`src/rtl/mips_inst_encoder.sv`:
```
// mips_inst_encoder: packs mnemonic/field tuples into MIPS words and streams them into the instruction memory.
module mips_inst_encoder #(
  parameter int          IM_DEPTH  = 1024,
  parameter logic [31:0] BASE_ADDR = 32'h0000_3000,
  localparam int         CW        = $clog2(IM_DEPTH) + 1
) (
  input  logic          clk,
  input  logic          reset,
  input  logic          in_valid,
  output logic          in_ready,
  input  logic [5:0]    in_mnem,
  input  logic [4:0]    in_rs,
  input  logic [4:0]    in_rt,
  input  logic [4:0]    in_rd,
  input  logic [4:0]    in_shamt,
  input  logic [15:0]   in_imm,
  input  logic [25:0]   in_target,
  input  logic          in_last,
  output logic          im_we,
  output logic [31:0]   im_addr,
  output logic [31:0]   im_wdata,
  output logic [CW-1:0] count,
  output logic          done,
  output logic          full,
  output logic          err,
  output logic [5:0]    err_mnem
);
  typedef enum logic [1:0] {IDLE, WRITE, DONE, ERROR} state_t;
  state_t        r_state, w_nstate;
  logic [31:0]   r_wdata, r_addr, w_word;
  logic [CW-1:0] r_count, w_cnt_nx;
  logic          r_last, r_done, r_full, r_err;
  logic [5:0]    r_err_mnem, w_op, w_funct;
  logic [4:0]    w_rs, w_rt, w_rd, w_sh;
  logic          w_legal, w_rtype, w_cshift, w_jr, w_jalr, w_iform, w_jump, w_fire;
  always_comb begin
    w_op = 6'd0;
    w_funct = 6'd0;
    case (in_mnem)
      6'd0:  w_funct = 6'h21;
      6'd1:  w_funct = 6'h23;
      6'd2:  w_funct = 6'h2A;
      6'd3:  w_funct = 6'h2B;
      6'd4:  w_funct = 6'h00;
      6'd5:  w_funct = 6'h03;
      6'd6:  w_funct = 6'h02;
      6'd7:  w_funct = 6'h24;
      6'd8:  w_funct = 6'h27;
      6'd9:  w_funct = 6'h25;
      6'd10: w_funct = 6'h26;
      6'd11: w_funct = 6'h04;
      6'd12: w_funct = 6'h07;
      6'd13: w_funct = 6'h06;
      6'd14: w_funct = 6'h09;
      6'd15: w_funct = 6'h08;
      6'd16, 6'd17: w_op = 6'h01;
      6'd18: w_op = 6'h2B;
      6'd19: w_op = 6'h28;
      6'd20: w_op = 6'h23;
      6'd21: w_op = 6'h20;
      6'd22: w_op = 6'h24;
      6'd23: w_op = 6'h0A;
      6'd24: w_op = 6'h0B;
      6'd25: w_op = 6'h0C;
      6'd26: w_op = 6'h0D;
      6'd27: w_op = 6'h0E;
      6'd28: w_op = 6'h0F;
      6'd29: w_op = 6'h09;
      6'd30: w_op = 6'h08;
      6'd31: w_op = 6'h04;
      6'd32: w_op = 6'h07;
      6'd33: w_op = 6'h06;
      6'd34: w_op = 6'h05;
      6'd35: w_op = 6'h02;
      6'd36: w_op = 6'h03;
      default: ;
    endcase
  end
  // Field masking: unused fields are zeroed so garbage inputs never leak into the word.
  assign w_legal  = in_mnem <= 6'd37;
  assign w_rtype  = in_mnem < 6'd16;
  assign w_cshift = in_mnem inside {6'd4, 6'd5, 6'd6};
  assign w_jalr   = in_mnem == 6'd14;
  assign w_jr     = in_mnem == 6'd15;
  assign w_iform  = in_mnem >= 6'd16 && in_mnem <= 6'd34;
  assign w_jump   = in_mnem == 6'd35 || in_mnem == 6'd36;
  assign w_rs     = (w_cshift || in_mnem == 6'd28) ? 5'd0 : in_rs;
  assign w_rt     = (w_jr || w_jalr || in_mnem == 6'd32 || in_mnem == 6'd33 || in_mnem == 6'd17) ? 5'd0 :
                    in_mnem == 6'd16 ? 5'd1 : in_rt;
  assign w_rd     = w_jr ? 5'd0 : in_rd;
  assign w_sh     = w_cshift ? in_shamt : 5'd0;
  assign w_word   = w_rtype ? {6'd0, w_rs, w_rt, w_rd, w_sh, w_funct} :
                    w_iform ? {w_op, w_rs, w_rt, in_imm} :
                    w_jump  ? {w_op, in_target} : 32'd0;
  assign w_fire   = in_valid && r_state == IDLE;
  assign w_cnt_nx = r_count + 1'b1;
  always_comb begin
    w_nstate = r_state;
    case (r_state)
      IDLE:    if (in_valid) w_nstate = w_legal ? WRITE : ERROR;
      WRITE:   w_nstate = (r_last || w_cnt_nx == CW'(IM_DEPTH)) ? DONE : IDLE;
      default: ;
    endcase
  end
  always_ff @(posedge clk or negedge reset) begin
    if (!reset) begin
      r_state    <= IDLE;
      r_wdata    <= 32'd0;
      r_addr     <= BASE_ADDR;
      r_last     <= 1'b0;
      r_count    <= '0;
      r_done     <= 1'b0;
      r_full     <= 1'b0;
      r_err      <= 1'b0;
      r_err_mnem <= 6'd0;
    end else begin
      r_state <= w_nstate;
      if (w_fire && w_legal) begin
        r_wdata <= w_word;
        r_addr  <= BASE_ADDR + (32'(r_count) << 2);
        r_last  <= in_last;
      end
      if (w_fire && !w_legal) begin
        r_err      <= 1'b1;
        r_err_mnem <= in_mnem;
      end
      if (r_state == WRITE) begin
        r_count <= w_cnt_nx;
        r_done  <= r_last;
        r_full  <= w_cnt_nx == CW'(IM_DEPTH);
      end
    end
  end
  assign in_ready = r_state == IDLE;
  assign im_we    = r_state == WRITE;
  assign im_addr  = r_addr;
  assign im_wdata = r_wdata;
  assign count    = r_count;
  assign done     = r_done;
  assign full     = r_full;
  assign err      = r_err;
  assign err_mnem = r_err_mnem;
endmodule

```
`config.mk`:
```
export PLATFORM = sky130hd
export DESIGN_NAME = mips_inst_encoder
export DESIGN_NICKNAME = d
export VERILOG_FILES = /design/src/rtl/mips_inst_encoder.sv
export SDC_FILE = /design/constraint.sdc
export NUM_CORES = 1
export LEC_CHECK = 0
export ABC_AREA = 1
export CAP_MARGIN = 20
export CORE_UTILIZATION = 43
export DETAILED_ROUTE_END_ITERATION = 10
export PLACE_DENSITY_LB_ADDON = 0.08
export SLEW_MARGIN = 10
export SYNTH_ARGS = -nofsm -noshare
export SYNTH_HDL_FRONTEND = slang
export SYNTH_SLANG_ARGS = --single-unit
```
`constraint.sdc`:
```
create_clock -name clk -period 1.95 [get_ports clk]
set_input_delay 0.39 -clock clk [delete_from_list [all_inputs] [get_ports clk]]
set_output_delay 0.39 -clock clk [all_outputs]
set_load 0.01 [all_outputs]
```
==> flow_summary.json <==
{
  "worstReg2RegEnd": "r_state[1]",
  "final_layout_size_suffix_gt1_share_pct": 14.6,
  "path_depth": 2,
  "diodes": 0,
  "yosys.area.top_type": "dfrtp_1",
  "clockBufferDepth": 2,
  "rsz0062_at_grt": "false",
  "power.internal_mw": 4.12,
  "p_seq_share_pct": 36.1,
  "io_buffers": 137,
  "async_reset_ff_share_pct": 100,
  "skew_ns": 0.00929,
  "totalPowerFinal_mw": 5.93,
  "cp-start-kind": "register",
  "p_leak_nw": 2.76,
  "hp-class": "input pin to async pin",
  "gr-total-overflow": 0,
  "crit_type": "register to output pin",
  "crit_start": "r_state[1]",
  "final.min_clock_period_ns": 1.90,
  "finalCritPeriodShare_pct": 97.7,
  "comb_power_share_pct": 38.1,
  "design.core.area_sq_um": 8340,
  "grt_pass1_wl_um": 18100,
  "clock_power_share_pct": 25.8,
  "tns_ns": 0,
  "syn_area_sq_um": 3750,
  "r2r_setup_slack_ns": 0.29,
  "multi_input_area_sq_um": 1710,
  "firstDrtPassIters": 5,
  "critPathSlowestCell": "clkdlybuf4s50_1",
  "worstPathRequired_ns": 1.56,
  "clk_latency_ns": 0.34,
  "status": "completed",
  "crit_fanout": 4,
  "first_iter_violations": 191,
  "end_kind": "output pin",
  "swShare_pct": 30.5,
  "ir_drop_mv": 0.599,
  "synth_flop_cell": "dfrtp_1",
  "critical-path-top-delay-family": "buffers and inverters",
  "finalHoldViolations": 0,
  "cp.arrival_ns": 1.51,
  "ios": 158,
  "p_switching_mw": 1.81,
  "r2r-start": "count[1]",
  "drc_errors": 0,
  "place_ws_ns": -0.201,
  "syn_to_final_growth_pct": 57.4,
  "final_nets": 767,
  "syn_avg_cell_area_sq_um": 7.57,
  "synth_cell_types": 36,
  "grt_pass1_vias": 3737,
  "gp_congestion": 0.974,
  "reg2reg_depth": 9,
  "ant_nets": 0,
  "critPathCapture": "im_we",
  "path_clk_slew_ns": 0.07,
  "yosysSeqAreaShare_pct": 44.0,
  "die-width_um": 95.4,
  "die-area_sq_um": 9110,
  "synthMostInstantiatedCell": "nand2_1",
  "path_cells": "nor2_4 > clkdlybuf4s50_1",
  "cts-root-buf": "clkbuf_8",
  "syn_inst": 496,
  "start_util_pct": 45.0,
  "grt_use_total_pct": 25.9,
  "regArea_sq_um": 1650,
  "viasPerCell": 4.93,
  "synth_area_leaders": "dfrtp_1 43%, nand2_1 13%, inv_1 5.6%",
  "cts_max_level": 3,
  "worst-path-buf-inv": 1,
  "synth_top_area_share_pct": 43.3,
  "grt_max_degree": 67,
  "cts_tree": "yes",
  "finalMaxSlewViolations": 0,
  "routedWlPerCell_um": 13.8,
  "synth_edf_count": 0,
  "critPathMaxStageDelay_ns": 0.56,
  "finalSetupViolations": 0,
  "synth-seq-cells": 66,
  "max_freq_mhz": 525,
  "synth_common_cells": "131 x nand2_1, 65 x dfrtp_1, 56 x inv_1, 41 x nor2_1, 38 x o21ai_0",
  "rows": 33,
  "route.vias.total": 3960,
  "cts_buffers": 9,
  "dp.final_hpwl_um": 8570,
  "fillers": 688,
  "wirelength_um": 11100,
  "antenna_found_initial": 0,
  "yosysWarnings": 0,
  "max_cap_violations": 0,
  "worst_slack_ns": 0.0457,
  "clkSinkCount": 66,
  "fp.dieH_um": 95.4,
  "fin_hold_ws_ns": 0.0604,
  "powerDensity_nw_per_um2": 1000
}
==> per-stage QoR <==
step / instance area, sq um / std cells / utilization, %
5_1_grt: 5910 / 804 / 70.9
3_3_place_gp: 5630 / 788 / 67.4
2_1_floorplan: 3830 / 515 / -
6_report: 5910 / 804 / 70.9
4_1_cts: 5900 / 804 / 70.7
3_5_place_dp: 5630 / 788 / 67.4
==> cells by family after synthesis <==
| group | Yosys count | share of synthesized area, % |
|---|---|---|
| other | 1 | 0.0999 |
| adder cells (fa/ha/maj) | 1 | 0.333 |
| buffers and inverters | 96 | 12.8 |
| AND/OR/NAND/NOR | 234 | 27.0 |
| XOR/XNOR | 2 | 0.467 |
| AO/OA/AOI/OAI | 96 | 15.3 |
| flip-flops | 66 | 44.0 |
==> worst reg2reg max path: cells and delay by family (launching register included) <==
family,cells,cell delay (ns)
simple gates,7,0.72
flops,1,0.43
fa+ha+maj,1,0.26
compound gates,1,0.17
==> per-layer routing <==
layer	part of all wire, %	global-route usage, %
met4	2.1	9.70
met3	6.7	4.78
met5	0	0
met1	43	32.5
met2	48	44.2
==> power groups by stage <==
stage          Clock (mW)  Sequential (mW)  Combinational, mW
2_1_floorplan           0             2.31              0.740
3_3_place_gp            0             2.15               2.23
3_5_place_dp            0             2.14               2.26
4_1_cts              1.55             2.14               2.27
5_1_grt              1.61             2.20               2.47
6_report             1.53             2.14               2.26
==> repair_timing <==
item / CTS / global route
gates resized for setup: 2 / 4
setup endpoints to repair: 1 / 2
gates cloned: 0 / 0
buffers inserted: 0 / 0
hold buffers: 0 / 0
==> final cells by class <==
type	instances	area share, %
clock buffers	10	2.16
inverters	60	3.85
flip-flops and latches	66	28.0
repair buffers	204	32.5
clock inverters	6	2.33
well taps	105	2.22
multi-input cells	353	29.0
==> how the worst min path moves through the flow <==
stage,from,end
floorplan,reset,count[0]
CTS,reset,im_wdata[1]
detailed placement,reset,err
finish,reset,err
global route,reset,err
global placement,reset,err
==> state kept, by name, summed over array words and instances (netlist names) <==
name,count
full,1
err_mnem,6
done,1
im_addr,12
r_state,2
im_wdata,31
err,1
r_last,1
count,11
==> cell usage in the layout (no fill, tap or decap), types with 2 or more instances in the layout <==
master,synthesis,final
buf_4,24,63
buf_12,0,4
o21ai_1,2,2
a2bb2oi_1,11,11
bufinv_16,0,4
o21a_1,4,4
nor3_1,7,7
nand3_1,32,31
clkbuf_8,0,9
o21ai_0,38,38
dfrtp_1,65,65
inv_2,3,3
a21oi_1,23,23
nand2_2,5,5
nor2_4,2,3
inv_1,56,56
nor2_1,41,39
conb_1,1,20
o22ai_1,9,9
nand4_1,13,13
nand2_1,131,131
a31oi_1,2,2
xor2_1,2,2
clkdlybuf4s50_1,0,135
(Power assumes the default switching activity.)
